--- config.mk ---
export PLATFORM = sky130hd
export DESIGN_NAME = native2apb_bridge
export DESIGN_NICKNAME = d
export VERILOG_FILES = /design/src/rtl/native2apb_bridge.sv
export SDC_FILE = /design/constraint.sdc
export NUM_CORES = 1
export LEC_CHECK = 0
export ABC_AREA = 1
export BUFFER_PORTS_ARGS = -buffer_cell sky130_fd_sc_hd__buf_2
export CORE_MARGIN = 2
export CORE_UTILIZATION = 50
export CTS_BUF_LIST = sky130_fd_sc_hd__clkbuf_2
export CTS_CLUSTER_DIAMETER = 60
export CTS_CLUSTER_SIZE = 40
export DETAILED_ROUTE_END_ITERATION = 8
export HOLD_SLACK_MARGIN = 0.08
export PLACE_DENSITY_LB_ADDON = 0.05
export SLEW_MARGIN = 30
export SYNTH_ARGS = -nofsm -noshare
export SYNTH_HDL_FRONTEND = slang
export SYNTH_SLANG_ARGS = --single-unit
export TNS_END_PERCENT = 1
--- constraint.sdc ---
create_clock -name clk -period 2.7 [get_ports clk]
set_clock_uncertainty 0.15 [all_clocks]
set_input_delay 0.54 -clock clk [delete_from_list [all_inputs] [get_ports clk]]
set_output_delay 0.54 -clock clk [all_outputs]
set_load 0.005 [all_outputs]
--- src/rtl/native2apb_bridge.sv ---
// native2apb_bridge: single-beat native peripheral request -> APB3 initiator.
// IDLE captures the request, SETUP/ACCESS run the APB phases (honouring pready),
// RESP returns a one-cycle nat_ready with nat_err/nat_rdata.
// Optional build macro APB_TIMEOUT_EN adds an ACCESS wait-state timeout that
// aborts with nat_err after TIMEOUT_CYCLES cycles of pready low.
module native2apb_bridge #(
   parameter int unsigned ADDR_W         = 16,
   parameter int unsigned DATA_W         = 32,
   parameter int unsigned TIMEOUT_CYCLES = 255
) (
   input  logic              clk,
   input  logic              rst_n,
   input  logic              nat_sel,
   input  logic              nat_write,
   input  logic [ADDR_W-1:0] nat_addr,
   input  logic [DATA_W-1:0] nat_wdata,
   output logic [DATA_W-1:0] nat_rdata,
   output logic              nat_ready,
   output logic              nat_err,
   output logic              apb_psel,
   output logic              apb_penable,
   output logic              apb_pwrite,
   output logic [ADDR_W-1:0] apb_paddr,
   output logic [DATA_W-1:0] apb_pwdata,
   input  logic [DATA_W-1:0] apb_prdata,
   input  logic              apb_pready,
   input  logic              apb_pslverr
);

   typedef enum logic [1:0] {
      ST_IDLE   = 2'd0,
      ST_SETUP  = 2'd1,
      ST_ACCESS = 2'd2,
      ST_RESP   = 2'd3
   } state_t;

   state_t              state_r;
   state_t              state_nxt_s;
   logic                abort_s;

   logic [DATA_W-1:0]   nat_rdata_r,  nat_rdata_d_s;
   logic                nat_ready_r,  nat_ready_d_s;
   logic                nat_err_r,    nat_err_d_s;
   logic                psel_r,       psel_d_s;
   logic                penable_r,    penable_d_s;
   logic                pwrite_r,     pwrite_d_s;
   logic [ADDR_W-1:0]   paddr_r,      paddr_d_s;
   logic [DATA_W-1:0]   pwdata_r,     pwdata_d_s;

`ifdef APB_TIMEOUT_EN
   localparam int unsigned CNT_W = $clog2(TIMEOUT_CYCLES + 1);

   logic [CNT_W-1:0] wait_cnt_r;

   // Count ACCESS cycles spent with pready low; cleared while in SETUP so it
   // starts from zero on every entry to ACCESS.
   always_ff @(posedge clk) begin
      if (!rst_n) begin
         wait_cnt_r <= '0;
      end else if (state_r == ST_SETUP) begin
         wait_cnt_r <= '0;
      end else if ((state_r == ST_ACCESS) && !apb_pready) begin
         wait_cnt_r <= wait_cnt_r + CNT_W'(1);
      end else begin
         wait_cnt_r <= wait_cnt_r;
      end
   end

   // This low-pready cycle is the one that brings the count to the limit.
   assign abort_s = (state_r == ST_ACCESS) && !apb_pready &&
                    (wait_cnt_r == CNT_W'(TIMEOUT_CYCLES - 1));
`else
   assign abort_s = 1'b0;
`endif

   // State and output registers; reset clears everything and aborts any transfer.
   always_ff @(posedge clk) begin
      if (!rst_n) begin
         state_r     <= ST_IDLE;
         nat_rdata_r <= '0;
         nat_ready_r <= 1'b0;
         nat_err_r   <= 1'b0;
         psel_r      <= 1'b0;
         penable_r   <= 1'b0;
         pwrite_r    <= 1'b0;
         paddr_r     <= '0;
         pwdata_r    <= '0;
      end else begin
         state_r     <= state_nxt_s;
         nat_rdata_r <= nat_rdata_d_s;
         nat_ready_r <= nat_ready_d_s;
         nat_err_r   <= nat_err_d_s;
         psel_r      <= psel_d_s;
         penable_r   <= penable_d_s;
         pwrite_r    <= pwrite_d_s;
         paddr_r     <= paddr_d_s;
         pwdata_r    <= pwdata_d_s;
      end
   end

   // Next-state logic; nat_sel is only looked at in IDLE.
   always_comb begin
      state_nxt_s = state_r;
      case (state_r)
         ST_IDLE: begin
            if (nat_sel) begin
               state_nxt_s = ST_SETUP;
            end else begin
               state_nxt_s = ST_IDLE;
            end
         end
         ST_SETUP: begin
            state_nxt_s = ST_ACCESS;
         end
         ST_ACCESS: begin
            if (apb_pready || abort_s) begin
               state_nxt_s = ST_RESP;
            end else begin
               state_nxt_s = ST_ACCESS;
            end
         end
         ST_RESP: begin
            state_nxt_s = ST_IDLE;
         end
         default: begin
            state_nxt_s = ST_IDLE;
         end
      endcase
   end

   // Output next values, derived from the upcoming state so every output is a flop.
   always_comb begin
      psel_d_s      = (state_nxt_s == ST_SETUP) || (state_nxt_s == ST_ACCESS);
      penable_d_s   = (state_nxt_s == ST_ACCESS);
      nat_ready_d_s = (state_nxt_s == ST_RESP);
      nat_err_d_s   = 1'b0;
      nat_rdata_d_s = nat_rdata_r;
      pwrite_d_s    = pwrite_r;
      paddr_d_s     = paddr_r;
      pwdata_d_s    = pwdata_r;
      if ((state_r == ST_IDLE) && nat_sel) begin
         pwrite_d_s = nat_write;
         paddr_d_s  = nat_addr;
         pwdata_d_s = nat_wdata;
      end else begin
         pwrite_d_s = pwrite_r;
      end
      if ((state_r == ST_ACCESS) && (apb_pready || abort_s)) begin
         // A pready in the limit cycle is a normal completion, not a timeout.
         if (apb_pready) begin
            nat_err_d_s = apb_pslverr;
         end else begin
            nat_err_d_s = 1'b1;
         end
         if (!pwrite_r) begin
            if (apb_pready && !apb_pslverr) begin
               nat_rdata_d_s = apb_prdata;
            end else begin
               nat_rdata_d_s = '0;
            end
         end else begin
            nat_rdata_d_s = nat_rdata_r;
         end
      end else begin
         nat_err_d_s = 1'b0;
      end
   end

   assign nat_rdata   = nat_rdata_r;
   assign nat_ready   = nat_ready_r;
   assign nat_err     = nat_err_r;
   assign apb_psel    = psel_r;
   assign apb_penable = penable_r;
   assign apb_pwrite  = pwrite_r;
   assign apb_paddr   = paddr_r;
   assign apb_pwdata  = pwdata_r;

endmodule

==> flow_summary.json, run 1 <==
{
  "final_cell_mix": "170 x buf_2, 157 x nor2_1, 87 x dfxtp_1",
  "cp_slowest_stage_delay_ns": 0.42,
  "cts-buffers-inserted": 9,
  "cts_root_buf": "clkbuf_2",
  "ff2ff_path_depth": 7,
  "track_usage": 0.223,
  "synth_cells": 463,
  "cts_hold_buf": 5,
  "drv_cap": 0,
  "period_share": 0.692,
  "place.gp.congestion": 0.774,
  "path_max_fanout": 48,
  "slowest_stage": "buf_4",
  "clk_pin_slew_ns": 0.22,
  "clock_latency_ns": 0.48,
  "gr-total-overflow": 0,
  "synth_area_per_cell_um2": 7.27,
  "clock_path_buffers": 2,
  "core-area_um2": 6420,
  "rsz0062_at_grt": "false",
  "synth_fp_nets": 554,
  "first_global_vias": 3041,
  "drt_iter0_markers": 106,
  "multi_input_area_um2": 1370,
  "vias_per_cell": 4.76,
  "hpwl_mm": 5.69,
  "regArea_um2": 1740,
  "ys_types": 15,
  "crit_required_ns": 2.99,
  "ir_worst_vdd_mv": 0.385,
  "final_cell_area_um2": 4410,
  "die_area_um2": 7400,
  "grt_start_max_net_pins": 49,
  "setup_violations": 0,
  "fin_util": 0.686,
  "routedWlPerCell_um": 11.6,
  "placed_area_um2": 4220,
  "end_kind": "flip-flop",
  "clock-sinks": 87,
  "syn_to_final_growth_pct": 30.9,
  "cts.repair.resized": 0,
  "outcome": "completed",
  "cts_htree_levels": 3,
  "num_antenna_cells": 0,
  "fill_cells": 594,
  "drt-total-wl_mm": 8.18,
  "die_y_um": 86.0,
  "whs_ns": 0.119,
  "vias": 3363,
  "p_leak_nw": 2.33,
  "dp_slack_ns": 0.785,
  "seq_area_frac_synth": 0.517,
  "drc": 0,
  "synth-seq-cells": 87,
  "drv_slew": 0,
  "initial_core_util": 0.524,
  "postRouteAntennaNets": 0,
  "path_cells": "inv_1, ha_1, nand2_1, inv_1, buf_4, nor2_1, nor2_1",
  "die_w_um": 86.0,
  "antenna_found_initial": 0,
  "path_class": "reg -> reg",
  "cts_tree": "yes",
  "io_pins": 171,
  "finalHoldViolations": 0,
  "min_period_ns": 1.87,
  "cp.arrival_ns": 2.16,
  "nets": 716,
  "tns_ns": 0,
  "layout_commonest_cell": "buf_2",
  "power.density_nw_per_um2": 737,
  "tightest_slew_ns": 0.566,
  "startpoint_type": "flip-flop",
  "hp-class": "in -> reg",
  "slew_headroom": 0.622,
  "dr.pass1.iters": 4,
  "clock.fmax_ghz": 0.535,
  "final_layout_size_suffix_gt1_frac": 0.306,
  "ys_warn_count": 0,
  "grt_pass1_wl_mm": 13.3,
  "core.rowCount": 29,
  "cts_setup_buffers": 0,
  "io_buffers": 170,
  "syn-cell-area_um2": 3370,
  "whs_path_depth": 3,
  "finalWorstSetupSlack_ns": 0.831
}
## flip-flops by register name (all words and copies together), names as in the netlist
name	count
apb_pwdata	32
nat_err	1
apb_penable	1
state_r	2
nat_ready	1
apb_paddr	16
apb_pwrite	1
apb_psel	1
nat_rdata	32
## stage by stage
stage / std cells / power [W]
floorplan: 463 / 0.00220
global placement: 685 / 0.00253
detailed placement: 685 / 0.00256
CTS: 706 / 0.00328
global route: 707 / 0.00349
finish: 707 / 0.00325
## worst max-delay path: cells and delay by family (launching register included)
kind / cells / cell delay, ns
adders and majority gates: 1 / 0.18
DFF: 1 / 0.34
buffers and inverters: 3 / 0.65
and+or+nand+nor: 3 / 0.49
## routing by layer
metal | vias up | track usage | wire length (um) | share of wire
li1 | 1760 | - | - | -
met1 | 1473 | 0.265 | 3530 | 0.43
met2 | 119 | 0.369 | 3730 | 0.46
met3 | 11 | 0.0828 | 810 | 0.099
met4 | 0 | 0.0779 | 113 | 0.014
met5 | - | 0 | 0 | 0
## cells in the mapped netlist
cell / instances / area share
ha_1: 5 / 0.019
nand2_2: 1 / 0.0019
nor2_4: 1 / 0.0033
dfxtp_1: 87 / 0.52
nor3_1: 1 / 0.0015
nand2_1: 74 / 0.083
o21ai_0: 50 / 0.074
buf_6: 2 / 0.0067
buf_2: 15 / 0.022
a21oi_1: 1 / 0.0015
nand3_1: 33 / 0.049
nor2_1: 157 / 0.18
inv_1: 21 / 0.023
buf_4: 5 / 0.011
clkbuf_1: 10 / 0.011
## where the power goes
part	internal, W	leakage (nW)	switching [W]
Combinational	0.000400	1.53	0.000519
Sequential	0.00151	0.715	0.000103
Clock	0.000308	0.0810	0.000407
## kinds of logic (layout without fill, tap and decap cells)
group           Yosys count  after routing  synth area share
flops                    87             87             0.517
fa+ha+maj                 5              5            0.0186
compound gates           51             51            0.0758
simple gates            267            267             0.313
buf+inv                  53            220            0.0747
## final timing paths
| check | from | endpoint | slack, ns |
|---|---|---|---|
| hold / removal | nat_wdata[8] | apb_pwdata[8] | 0.12 |
| setup / recovery | state_r[0] | apb_pwdata[27] | 0.83 |
| hold reg to reg | nat_rdata[10] | nat_rdata[10] | 0.35 |
| setup reg to reg | state_r[0] | apb_pwdata[27] | 0.83 |
## cell type report
| class | instances | area share |
|---|---|---|
| clock buffers | 11 | 0.0125 |
| clock inverters | 5 | 0.0165 |
| inverters | 21 | 0.0179 |
| multi-input cells | 323 | 0.312 |
| flip-flops and latches | 87 | 0.395 |
| well taps | 77 | 0.0219 |
| repair buffers | 183 | 0.224 |
No activity file was read; power rests on OpenSTA's default activity.
==> run 2, diff against run 1 <==
--- a/config.mk
+++ b/config.mk
@@ -8,7 +8,7 @@
 export ABC_AREA = 1
 export BUFFER_PORTS_ARGS = -buffer_cell sky130_fd_sc_hd__buf_2
 export CORE_MARGIN = 2
-export CORE_UTILIZATION = 50
+export CORE_UTILIZATION = 47
 export CTS_BUF_LIST = sky130_fd_sc_hd__clkbuf_2
 export CTS_CLUSTER_DIAMETER = 60
 export CTS_CLUSTER_SIZE = 40
==> constraint.sdc (replaced) <==
create_clock -name clk -period 1.9 [get_ports clk]
set_clock_uncertainty 0.15 [all_clocks]
set_input_delay 0.38 -clock clk [delete_from_list [all_inputs] [get_ports clk]]
set_output_delay 0.38 -clock clk [all_outputs]
set_load 0.005 [all_outputs]
==> run 2 against run 1 <==
Count of clock-buffer cells in the layout shrank 2. Combinational power grew 62%. Clock power grew 47%. Sequential cell count is the same. Sequential power grew 43%. Global-route usage grew 3.8 points. Non-clock buffer count grew 80. Register-to-register slack lost 0.45 ns. Largest power group unchanged. Cell area grew 19%. Routed wire length grew 25%.
==> flow_summary.json, run 2 (synthesis gave the netlist of run 1 again) <==
{
  "p_seq_frac": 0.477,
  "path_class": "reg -> out",
  "rsz0062_at_grt": "false",
  "postRouteAntennaNets": 0,
  "antenna_found_initial": 0,
  "cts_htree_levels": 3,
  "clock_latency_ns": 0.52,
  "reg2reg_slack_ns": 0.38,
  "finalHoldViolations": 0,
  "grt_pass1_wl_mm": 16.0,
  "clk_pin_slew_ns": 0.24,
  "gr-total-overflow": 0,
  "cp_top_family": "flip-flops",
  "p_sw_frac": 0.326,
  "die_y_um": 88.6,
  "final_cell_mix": "170 x buf_2, 157 x nor2_1, 87 x dfxtp_1",
  "syn_to_final_growth_pct": 55.8,
  "cts_tree": "yes",
  "die_w_um": 88.6,
  "die_area_um2": 7850,
  "period_share": 0.901,
  "place.gp.congestion": 0.769,
  "whs_path_depth": 4,
  "vias_per_cell": 4.72,
  "cts-buffers-inserted": 9,
  "dr.pass1.iters": 4,
  "drt-total-wl_mm": 10.2,
  "crit_required_ns": 1.37,
  "io_pins": 171,
  "end_kind": "output port",
  "track_usage": 0.261,
  "p_leak_nw": 2.66,
  "tightest_slew_ns": 0.337,
  "hp-class": "in -> reg",
  "path_cells": "buf_2",
  "nets": 796,
  "final_layout_size_suffix_gt1_frac": 0.275,
  "startpoint_type": "flip-flop",
  "initial_core_util": 0.490,
  "placed_area_um2": 4270,
  "slowest_stage": "dfxtp_1",
  "drv_cap": 0,
  "cts_root_buf": "clkbuf_2",
  "io_buffers": 170,
  "grt_start_max_net_pins": 60,
  "routedWlPerCell_um": 12.7,
  "drv_slew": 0,
  "clock-sinks": 87,
  "setup_violations": 0,
  "reg2reg_to": "nat_ready",
  "hp-start": "apb_pslverr",
  "core-area_um2": 6870,
  "drc": 0,
  "holdPathEnd": "nat_err",
  "first_global_vias": 3587,
  "drt_iter0_markers": 131,
  "hpwl_mm": 5.82,
  "p_int_w": 0.00326,
  "num_antenna_cells": 0,
  "tns_ns": 0,
  "min_period_ns": 1.71,
  "comb_power_share": 0.307,
  "cp_num_buf_inv": 1,
  "clock.fmax_ghz": 0.584,
  "r2r_start": "state_r[0]",
  "switchingPower_w": 0.00158,
  "layout_commonest_cell": "buf_2",
  "clock_path_buffers": 2,
  "final_cell_area_um2": 5240,
  "outcome": "completed",
  "slew_headroom": 0.776,
  "path_max_fanout": 3,
  "cp.arrival_ns": 1.18,
  "core.rowCount": 30,
  "power.density_nw_per_um2": 923,
  "cp_slowest_stage_delay_ns": 0.50,
  "vias": 3801,
  "ir_worst_vdd_mv": 0.601,
  "ff2ff_path_depth": 9,
  "pwr-share-clk": 0.216
}
## run 2: area by class of cell
cell class                      instances  area [um^2]
Clock buffer                            9         45.0
Clock inverter                          7         87.6
Fill cell                             548         1630
Inverter                               21         78.8
Multi-Input combinational cell        323         1370
Sequential cell                        87         1740
Tap cell                               96          120
Timing Repair Buffer                  263         1800
## run 2: layer usage
layer / global-route usage / wire length [um]
met5: 0 / 0
met3: 0.0672 / 740
met4: 0.116 / 272
met1: 0.297 / 4150
met2: 0.459 / 5050
## run 2: worst max path at each step
stage / slack [ns] / cells after the start / to / from
6_report: 0.19 / 1 / apb_pwrite / apb_pwrite
5_1_grt: 0.14 / 1 / apb_pwrite / apb_pwrite
4_1_cts: 0.19 / 1 / apb_pwrite / apb_pwrite
3_5_place_dp: 0.39 / 9 / nat_ready / state_r[0]
3_3_place_gp: 0.44 / 9 / nat_ready / state_r[0]
2_1_floorplan: 0.49 / 9 / nat_ready / state_r[0]
## run 2: what timing repair did
item                                   CTS  global route
hold buffers                            84             0
resized for setup                        0             0
buffers inserted                         0             0
endpoints found under the hold margin   87             0
## run 2: power by group through the flow
stage / logic, W / clock network, W / registers, W
6_report: 0.00149 / 0.00105 / 0.00231
4_1_cts: 0.00146 / 0.00107 / 0.00230
3_3_place_gp: 0.00130 / 0 / 0.00232
3_5_place_dp: 0.00133 / 0 / 0.00234
5_1_grt: 0.00169 / 0.00115 / 0.00234
2_1_floorplan: 0.000756 / 0 / 0.00236
## run 2: per-stage QoR
stage,hold WS [ns],utilization,cells,power (W),setup slack (ns)
final,0.284,0.763,806,0.00484,0.187
after global routing,0.291,0.763,806,0.00518,0.140
after CTS,0.223,0.763,806,0.00483,0.186
after detailed placement,0.316,0.621,706,0.00367,0.395
after global placement,0.308,0.621,706,0.00363,0.437
after floorplan,0.327,-,463,0.00312,0.490
==> run 3, diff against run 2 <==
--- a/config.mk
+++ b/config.mk
@@ -8,7 +8,7 @@
 export ABC_AREA = 1
 export BUFFER_PORTS_ARGS = -buffer_cell sky130_fd_sc_hd__buf_2
 export CORE_MARGIN = 2
-export CORE_UTILIZATION = 47
+export CORE_UTILIZATION = 40
 export CTS_BUF_LIST = sky130_fd_sc_hd__clkbuf_2
 export CTS_CLUSTER_DIAMETER = 60
 export CTS_CLUSTER_SIZE = 40
==> run 3 against run 2 <==
Sequential cell count unchanged. Highest routed layer unchanged. Combinational power about the same. Critical endpoint is now nat_rdata[8]. Cell count up 1.2%. Die area up 17%. Via count down 4.6%. First-iteration DRC count down 44%. Fmax down 1.2%. Register-to-register slack worse by 0.07 ns. Largest power group unchanged. Routed wire length down 3.5%.
==> flow_summary.json, run 3 (synthesis gave the netlist of run 1 again) <==
{
  "outcome": "completed",
  "hpwl_mm": 5.81,
  "tightest_slew_ns": 0.443,
  "clock-sinks": 87,
  "drt_iter0_markers": 73,
  "grt_start_max_net_pins": 60,
  "syn_to_final_growth_pct": 56.4,
  "finalHoldViolations": 0,
  "cts_htree_levels": 3,
  "pwr-share-clk": 0.213,
  "cp_slowest_stage_delay_ns": 0.60,
  "final_cell_mix": "170 x buf_2, 157 x nor2_1, 88 x dlygate4sd3_1",
  "slowest_stage": "dlygate4sd3_1",
  "clock_latency_ns": 0.49,
  "io_buffers": 170,
  "core-area_um2": 8180,
  "multi_input_area_um2": 1370,
  "final_layout_size_suffix_gt1_frac": 0.273,
  "initial_core_util": 0.412,
  "clock_path_buffers": 2,
  "p_sw_frac": 0.319,
  "drt-total-wl_mm": 9.85,
  "gr-total-overflow": 0,
  "cts_tree": "yes",
  "die_w_um": 95.7,
  "cts-buffers-inserted": 9,
  "path_cells": "dlygate4sd3_1, buf_2, nand3_1, dlygate4sd3_1, nand2_1, nand2_1, nor2_1",
  "vias": 3627,
  "drv_cap": 0,
  "path_class": "in -> reg",
  "nets": 799,
  "reg2reg_slack_ns": 0.31,
  "place.gp.congestion": 0.741,
  "regArea_um2": 1740,
  "startpoint_type": "primary input",
  "clk_pin_slew_ns": 0.22,
  "p_int_w": 0.00326,
  "grt_pass1_wl_mm": 15.2,
  "drc": 0,
  "fin_util": 0.644,
  "p_leak_nw": 2.66,
  "routedWlPerCell_um": 12.1,
  "postRouteAntennaNets": 0,
  "tns_ns": 0,
  "end_kind": "flip-flop",
  "first_global_vias": 3308,
  "drv_slew": 0,
  "layout_commonest_cell": "buf_2",
  "hp-class": "in -> reg",
  "vias_per_cell": 4.44,
  "core.rowCount": 33,
  "rsz0062_at_grt": "false",
  "clock.fmax_ghz": 0.577,
  "num_antenna_cells": 0,
  "switchingPower_w": 0.00152,
  "period_share": 0.912,
  "p_seq_frac": 0.480,
  "path_max_fanout": 9,
  "fill_cells": 723,
  "die_y_um": 95.7,
  "antenna_found_initial": 0,
  "crit_required_ns": 2.22,
  "power.density_nw_per_um2": 908,
  "comb_power_share": 0.307,
  "dr.pass1.iters": 4,
  "ir_worst_vdd_mv": 0.538,
  "slew_headroom": 0.704,
  "min_period_ns": 1.73,
  "track_usage": 0.212,
  "io_pins": 171,
  "cts_root_buf": "clkbuf_2",
  "setup_violations": 0,
  "die_area_um2": 9160,
  "cp.arrival_ns": 2.05,
  "fin_total_pwr_w": 0.00478
}
[run 3: cell count changes in the layout (fill, tap and decap cells not counted), sizes merged]
cell and delta:
buf -1, clkbuf +1, clkinv -2, clkinvlp -1
dlygate4sd3 +4
[run 3: stage by stage]
stage	worst slack, ns	instance area (um^2)	hold WS (ns)	instances
finish	0.167	5260	0.113	816
global route	0.144	5260	0.116	816
CTS	0.242	5260	0.0819	816
detailed placement	0.366	4260	0.316	714
global placement	0.415	4260	0.307	714
floorplan	0.490	3370	0.327	463
[run 3: worst max-delay path, delay by kind of cell]
family,cells,cell delay (ns)
buf+inv,3,1.36
simple gates,4,0.31
[run 3: power by group through the flow]
stage	logic (W)	clock network (W)	registers, W
floorplan	0.000756	0	0.00236
global placement	0.00131	0	0.00232
detailed placement	0.00133	0	0.00233
CTS	0.00147	0.00105	0.00229
global route	0.00169	0.00112	0.00233
finish	0.00147	0.00102	0.00230
[run 3: final timing paths]
check	from	endpoint	cells past startpoint
worst max-delay path	apb_pready	nat_rdata[8]	7
worst min-delay path	nat_sel	state_r[0]	3
worst max register to register	state_r[0]	apb_pwdata[4]	6
worst min register to register	nat_rdata[5]	nat_rdata[5]	2
[run 3: final cells by class]
type | instances | share of cell area
clock buffer | 10 | 0.00951
clock inverter | 4 | 0.0138
inverter | 21 | 0.0150
multi-input combinational | 323 | 0.261
sequential | 87 | 0.331
tap | 105 | 0.0250
timing repair buffer | 266 | 0.345
[run 3: timing repair]
action,4_1_cts,5_1_grt
hold endpoints to repair,84,0
setup buffers,0,0
resized for setup,0,0
hold buffers,88,0
[run 3: per-layer routing]
metal  part of all wire  global-route usage
met4              0.016              0.0810
met2               0.48               0.361
met1               0.44               0.253
met3              0.068              0.0587
met5                  0                   0
